===== src/rtl/memory_access.sv =====
// Memory-access pipeline stage: loads/stores/fences over a single-outstanding
// request/ack data bus, branch resolution, and the registered writeback bundle.
module memory_access (
  input  logic        clk,
  input  logic        rst_n,
  input  logic        stall_in,
  input  logic        flush_in,
  input  logic        valid_in,
  input  logic        branch_predicted_taken_in,
  input  logic        alu_non_zero_in,
  input  logic        mem_read_in,
  input  logic        mem_write_in,
  input  logic        mem_fence_in,
  input  logic [2:0]  mem_width_in,
  input  logic        mem_zero_extend_in,
  input  logic [2:0]  branch_op_in,
  input  logic [8:0]  rd_in,
  input  logic        rd_write_in,
  input  logic [63:0] pc_in,
  input  logic [63:0] result_in,
  input  logic [63:0] rs2_value_in,
  input  logic [63:0] branch_pc_in,
  output logic        data_req_out,
  output logic        data_we_out,
  output logic [63:0] data_addr_out,
  output logic [63:0] data_wdata_out,
  output logic [7:0]  data_strb_out,
  input  logic        data_ack_in,
  input  logic [63:0] data_rdata_in,
  output logic        busy_out,
  output logic        redirect_out,
  output logic [63:0] redirect_pc_out,
  output logic        misaligned_out,
  output logic        valid_out,
  output logic        rd_write_out,
  output logic [8:0]  rd_out,
  output logic [63:0] rd_value_out
);

  typedef enum logic [1:0] {IDLE, WAIT, DONE} state_t;

  state_t      state_q, state_d;
  logic        access, aligned, launch, misalign;
  logic [1:0]  width;
  logic [2:0]  lane;
  logic [63:0] st_data;
  logic [7:0]  st_strb;
  logic        taken;

  logic        is_read_q, zext_q, flushed_q;
  logic [1:0]  width_q;
  logic [2:0]  lane_q;
  logic [63:0] load_data_q;
  logic [63:0] shifted, load_ext, wb_value;
  logic        wb_en, kill;

  // Width codes 4-7 behave as double.
  assign width  = mem_width_in[2] ? 2'd3 : mem_width_in[1:0];
  assign lane   = result_in[2:0];
  assign access = valid_in & (mem_read_in | mem_write_in) & ~flush_in;

  always_comb begin
    aligned = 1'b1;
    unique case (width)
      2'd0: aligned = 1'b1;
      2'd1: aligned = ~lane[0];
      2'd2: aligned = (lane[1:0] == 2'b00);
      2'd3: aligned = (lane == 3'b000);
    endcase
  end

  // A fence never touches the bus, so it neither launches nor faults.
  assign launch   = (state_q == IDLE) & access & aligned & ~mem_fence_in;
  assign misalign = (state_q == IDLE) & access & ~aligned & ~mem_fence_in;
  assign busy_out = launch | ((state_q == WAIT) & ~data_ack_in);

  always_comb begin
    state_d = state_q;
    unique case (state_q)
      IDLE: if (launch) state_d = WAIT;
      WAIT: if (data_ack_in) state_d = stall_in ? DONE : IDLE;
      DONE: if (!stall_in) state_d = IDLE;
      default: state_d = IDLE;
    endcase
  end

  always_comb begin
    st_data = rs2_value_in;
    st_strb = 8'hFF;
    unique case (width)
      2'd0: begin st_data = {8{rs2_value_in[7:0]}};  st_strb = 8'h01 << lane; end
      2'd1: begin st_data = {4{rs2_value_in[15:0]}}; st_strb = 8'h03 << lane; end
      2'd2: begin st_data = {2{rs2_value_in[31:0]}}; st_strb = 8'h0F << lane; end
      2'd3: begin st_data = rs2_value_in;            st_strb = 8'hFF;         end
    endcase
  end

  assign shifted = data_rdata_in >> {lane_q, 3'b000};

  always_comb begin
    load_ext = shifted;
    unique case (width_q)
      2'd0: load_ext = zext_q ? {56'd0, shifted[7:0]}  : {{56{shifted[7]}},  shifted[7:0]};
      2'd1: load_ext = zext_q ? {48'd0, shifted[15:0]} : {{48{shifted[15]}}, shifted[15:0]};
      2'd2: load_ext = zext_q ? {32'd0, shifted[31:0]} : {{32{shifted[31]}}, shifted[31:0]};
      2'd3: load_ext = shifted;
    endcase
  end

  always_comb begin
    taken = (branch_op_in == 3'd1) |
            ((branch_op_in == 3'd2) & alu_non_zero_in) |
            ((branch_op_in == 3'd3) & ~alu_non_zero_in);
  end

  assign redirect_out    = valid_in & ~flush_in & (branch_op_in != 3'd0) &
                           (taken != branch_predicted_taken_in);
  assign redirect_pc_out = taken ? branch_pc_in : pc_in + 64'd4;

  // Loaded data comes straight off the bus on ack, or from the capture
  // register when the stage was stalled at ack time (DONE).
  always_comb begin
    wb_value = result_in;
    if (state_q == WAIT && is_read_q)      wb_value = load_ext;
    else if (state_q == DONE && is_read_q) wb_value = load_data_q;
  end

  assign wb_en = ~stall_in & ~busy_out;
  assign kill  = flush_in | flushed_q | misalign;
  assign data_req_out = (state_q == WAIT);

  always_ff @(posedge clk or negedge rst_n) begin
    if (!rst_n) begin
      state_q        <= IDLE;
      data_we_out    <= 1'b0;
      data_addr_out  <= '0;
      data_wdata_out <= '0;
      data_strb_out  <= '0;
      is_read_q      <= 1'b0;
      zext_q         <= 1'b0;
      width_q        <= '0;
      lane_q         <= '0;
      load_data_q    <= '0;
      flushed_q      <= 1'b0;
      misaligned_out <= 1'b0;
      valid_out      <= 1'b0;
      rd_write_out   <= 1'b0;
      rd_out         <= '0;
      rd_value_out   <= '0;
    end else begin
      state_q        <= state_d;
      misaligned_out <= misalign & ~stall_in;
      if (launch) begin
        data_we_out    <= mem_write_in & ~mem_read_in;
        data_addr_out  <= {result_in[63:3], 3'b000};
        data_wdata_out <= st_data;
        data_strb_out  <= st_strb;
        is_read_q      <= mem_read_in;
        zext_q         <= mem_zero_extend_in;
        width_q        <= width;
        lane_q         <= lane;
      end
      if (state_q == WAIT && data_ack_in) load_data_q <= load_ext;
      // Flush seen at any point of an in-flight access discards its result.
      if (state_d == IDLE || state_q == IDLE) flushed_q <= 1'b0;
      else                                     flushed_q <= flushed_q | flush_in;
      if (wb_en) begin
        valid_out    <= valid_in & ~kill;
        rd_write_out <= rd_write_in & ~kill;
        rd_out       <= rd_in;
        rd_value_out <= wb_value;
      end
    end
  end

endmodule


===== config.mk =====
export PLATFORM = sky130hd
export DESIGN_NAME = memory_access
export DESIGN_NICKNAME = d
export VERILOG_FILES = /design/src/rtl/memory_access.sv
export SDC_FILE = /design/constraint.sdc
export NUM_CORES = 1
export LEC_CHECK = 0
export CAP_MARGIN = 30
export CORE_AREA = 2 2 244 246
export DETAILED_ROUTE_END_ITERATION = 12
export DIE_AREA = 0 0 246 248
export MAX_ROUTING_LAYER = met4
export PLACE_DENSITY_LB_ADDON = 0.05
export SYNTH_ARGS = -nofsm -noshare
export SYNTH_HDL_FRONTEND = slang
export SYNTH_SLANG_ARGS = --single-unit

===== constraint.sdc =====
create_clock -name clk -period 7.32 [get_ports clk]
set_input_delay 0.732 -clock clk [delete_from_list [all_inputs] [get_ports clk]]
set_output_delay 0.732 -clock clk [all_outputs]
set_load 0.005 [all_outputs]

---- Yosys cells after proc, flatten, opt, wreduce, memory -nomap -nowiden ----
Index checks and enable logic that the tools add are counted.
storage, ports and cells
  register bits after elaboration ......... 284
  input bits .............................. 348
  logic and storage cells ................. 95
cells by class
  $add $sub $neg .......................... 1
  equal/unequal tests ..................... 12
  shift-type cells ........................ 4
  multiplexer cells ....................... 17
  bitwise operators ....................... 34
  reductions and logical operators ........ 11
operator list
  cell                     number
  $pmux W64 S4             2
  $mux W64                 6
  $add A64 B3 Y64 const B  1
  $shr A64 B6 Y64          1
  $pmux W8 S4              1
  $and A1 B1 Y1            18
  $eq A2 B2 Y1 const B     5
  $logic_not A2 Y1         5
  $mux W2                  5
  $not A1 Y1               10
  $shl A1 B3 Y8 const A    1
  $shl A2 B3 Y8 const A    1
  $shl A4 B3 Y8 const A    1
  $eq A2 B1 Y1 const B     3
  $eq A3 B2 Y1 const B     2
  $or A1 B1 Y1             6
  $pmux W2 S3              1
  $pmux W1 S4              1
  $eq A3 B1 Y1 const B     1
  $logic_and A1 B1 Y1      3
  $logic_not A3 Y1         1
  $reduce_bool A3 Y1       1
  $logic_or A1 B1 Y1       1
  $mux W1                  1
  $ne A1 B1 Y1             1

---- Depth between registers and ports, before layout ----
  word-level depth ........................ 11
  depth in mapped cells ................... 11
  mapped depth without buffers ............ 8

---- Worst setup path before layout ----
Ideal clock, no wire load.
  path kind ............................... input port to output port
  from .................................... input mem_width_in[2]
  to ...................................... output busy_out
  arrival ................................. 2.814 ns
  path slack .............................. 3.774 ns
  stages .................................. 10
  path buffers ............................ 3
  cell sequence ........................... nor2_1 inv_1 ha_1 nor2b_1 o21ai_0 a21o_1 clkbuf_1 clkbuf_1 clkbuf_1 o21ai_0
between the ends
  longest elaborated chain between the ends .. 6
  elaborated cells between the ends (all ways) .. 9
ends and longest elaborated chain
  element                               line  source
  start, declared                       14    input logic [2:0] mem_width_in,
  $mux W2 *                             58    assign width = mem_width_in[2] ? 2'd3 : mem_width_in[1:0];
  via width[0]                          44    logic [1:0] width;
  $eq A2 B2 Y1 (tied with other cells)  64    unique case (width)
  $pmux W1 S4 *                         64
  $and A1 B1 Y1 * (2 in series)         73    assign launch = (state_q == IDLE) & access & aligned & ~mem_fence_in;
  $or A1 B1 Y1 *                        75    assign busy_out = launch | ((state_q == WAIT) & ~data_ack_in);
  end, declared                         30    output logic busy_out,
Mark *: on every way through the listed nets, which the timed path passes. The rest lies on a longest branch.

---- Worst setup path in the final report ----
  from .................................... input pc_in[5]
  to ...................................... output redirect_pc_out[58]
between the ends
  longest elaborated chain between the ends .. 2
ends and longest elaborated chain
  element          line  source
  start, declared  19    input logic [63:0] pc_in,
  $add A64 B3 Y64  118   assign redirect_pc_out = taken ? branch_pc_in : pc_in + 64'd4;
  $mux W64         118
  end, declared    32    output logic [63:0] redirect_pc_out,
No other way between the ends.

==> impl_metrics.py <==
metrics = {
    "yosys": {
        "ys_ff_latch": 284,
        "synth-edff-count": 0,
        "synthCells": 2035,
        "yosysSeqAreaShare_pct": 42.8,
        "synth_cell_types": 62,
        "synth-async-reset-ratio_pct": 100,
        "synth_ff_type": "dfrtp_1",
        "synth_top_area_share_pct": 42.8,
        "syn_avg_cell_area_sq_um": 8.15,
        "yosysTopAreaCell": "dfrtp_1",
        "netlist_top_cells_area": "dfrtp_1 (43%), nand2_1 (12%), a21oi_1 (5.6%)",
        "yosysWarnings": 0,
        "synth_area_sq_um": 16600,
    },
    "sta": {
        "final.period_utilization_pct": 67.8,
        "setup_tns_ps": 0,
        "hold_violations": 0,
        "final-max-slew-violation-count": 0,
        "slew_headroom_pct": 27.6,
        "min_period_ps": 4960,
        "fmax_mhz": 201,
        "fin_ws_ps": 2360,
        "rsz0062_at_grt": "no",
        "fin_skew_ps": 23.7,
        "worst_pin_slew_ps": 1090,
        "setup_viol_count_final": 0,
    },
    "critical_path": {
        "critPathKind": "primary input to output port",
        "cp.required_ps": 6590,
        "cp-end-kind": "output port",
        "max_stage_delay_ps": 850,
        "path_cells": "clkdlybuf4s50_1 > nand4_1 > or4_1 > or3_4 > or4_1 > a31oi_1 > clkdlybuf4s50_1",
        "cp_max_fo": 16,
        "slowest_stage": "or4_1",
        "cp.arrival_ps": 4230,
        "worstSetupStartpointType": "primary input",
    },
    "power": {
        "intPower_mw": 4.32,
        "comb_power_share_pct": 35.8,
        "power.switching_mw": 2.16,
        "leakage_nw": 10.2,
        "p_seq_share_pct": 34.9,
        "p_per_area_nw_per_um2": 262,
        "switching_share_pct": 33.4,
        "ir_worst_vdd_mv": 0.170,
        "p_clk_share_pct": 29.2,
    },
    "clock_tree": {
        "htreeDepth": 2,
        "post_cts_buffers": 0,
        "numCtsBuffers": 38,
        "cts_buffer_depth": 3,
        "cts-hold-fix-buffers": 0,
        "clk_latency_ps": 560,
        "cts_resized": 0,
        "clock-sinks": 284,
        "cts_root_buffer": "clkbuf_16",
        "clk_pin_slew_ps": 50,
        "cts_tree": "done",
    },
    "final_layout": {
        "seq_area_sq_um": 7110,
        "nNetsFinal": 2913,
        "n_fill_cell": 5903,
        "final_common_cell": "clkdlybuf4s50_1",
        "synthToLayoutAreaGrowth_pct": 49.2,
        "multi_input_area_sq_um": 8830,
        "drive_gt1_share_pct": 5.64,
        "finalInstanceArea_sq_um": 24800,
        "layout_common_cells": "clkdlybuf4s50_1 (623), nand2_1 (522), dfrtp_1 (282)",
    },
    "die": {
        "die_height_microns": 248,
        "core_sq_um": 58500,
        "num_rows": 89,
        "initial_core_util_pct": 28.4,
        "fp.dieW_microns": 246,
        "pin_count": 628,
        "die-area_sq_um": 61000,
    },
    "grt": {
        "grt_pass1_wl_microns": 115000,
        "grt_usage_pct": 25.9,
        "grt_start_max_net_pins": 209,
        "grt_overflow": 0,
        "antenna_found_initial": 18,
        "grt_pass1_vias": 17400,
    },
    "placed_design": {
        "io_buffers": 624,
        "finalWeightedCongestion": 0.894,
        "hpwl_microns": 58000,
        "place_ws_ps": 2390,
        "postPlaceCellArea_sq_um": 23500,
    },
    "detailed_routing": {
        "drt_iter0_markers": 1356,
        "antenna_left": 0,
        "vias_per_cell": 5.25,
        "drt_wl_total_microns": 80200,
        "avgRoutedWirePerCell_microns": 23.7,
        "vias": 17700,
        "first_pass_iters": 5,
        "drc": 0,
    },
    "run_status": {
        "status": "finished, final reports clean",
    },
    "min_path": {
        "hp-class": "primary input to asynchronous set/reset pin",
    },
    "job": {
        "cap_violations": 0,
    },
}
## synthesized netlist by cell type (all sizes together) (21+ instances only)
cell type,count
xnor2,32
a221oi,75
buf,31
dfrtp,284
nor4,21
inv,21
a22o,25
clkbuf,135
nor2,138
o21ai,138
and3,63
nand4,22
nand3,38
nand2,523
a21oi,185
mux2,27
mux2i,61
a31oi,28
## power by group through the flow
stage,clock network [mW],registers [mW],logic [mW]
2_1_floorplan,0,2.28,0.987
3_3_place_gp,0,2.27,2.31
3_5_place_dp,0,2.29,2.32
4_1_cts,1.94,2.26,2.33
5_1_grt,2.01,2.32,2.52
6_report,1.89,2.26,2.32
## area by class of cell
cell class	count	share of cell area [%]
Antenna cell	19	0.192
Clock buffer	59	4.57
Clock inverter	9	0.470
Inverter	21	0.318
Multi-Input combinational cell	1566	35.7
Sequential cell	284	28.7
Tap cell	773	3.91
Timing Repair Buffer	648	26.2
## stage by stage
step           util [%]  std cells  hold slack (ps)  power, mW
2_1_floorplan         -       2037              436       3.26
3_3_place_gp       40.1       3290              459       4.58
6_report           42.3       3379              135       6.48
4_1_cts            42.3       3360              163       6.54
3_5_place_dp       40.1       3292              462       4.61
5_1_grt            42.3       3378              170       6.86
## cell families after synthesis
| family | share of synthesized area, % |
|---|---|
| fa+ha+maj | 0.452 |
| other cells | 0.0226 |
| compound gates | 19.3 |
| simple gates | 24.2 |
| mux | 6.73 |
| xor+xnor | 2.01 |
| buf+inv | 4.46 |
| flops | 42.8 |
## per-layer routing
| metal | share of wire, % | GRT usage (%) | vias up |
|---|---|---|---|
| met5 | 0 | - | - |
| met4 | 3.9 | 11.1 | 0 |
| met1 | 43 | 33.7 | 8625 |
| met2 | 46 | 38.8 | 679 |
| met3 | 6.8 | 5.59 | 160 |
| li1 | - | - | 8282 |
## flip-flops by register name (all words and copies together), names as in the netlist, 2 cells and up
register,count
data_addr_out,61
data_strb_out,8
data_wdata_out,64
lane_q,3
load_data_q,64
rd_out,9
rd_value_out,64
state_q,2
width_q,2
## worst paths after layout
path | from | endpoint | slack, ps | cells after the start
min reg2reg | data_addr_out[43] | data_addr_out[43] | 470 | 2
max | pc_in[5] | redirect_pc_out[58] | 2360 | 7
min | rst_n | data_addr_out[12] | 140 | 1
max reg2reg | lane_q[0] | load_data_q[40] | 3470 | 7
max in group asynchronous | rst_n | data_addr_out[54] | 5820 | 2
min in group clk | data_addr_out[43] | data_addr_out[43] | 470 | 2
## critical path: cells and delay by family
family | cells | cell delay [ps]
compound gates | 1 | 180
simple gates | 4 | 2200
buf+inv | 2 | 1120
(Power assumes the default switching activity.)
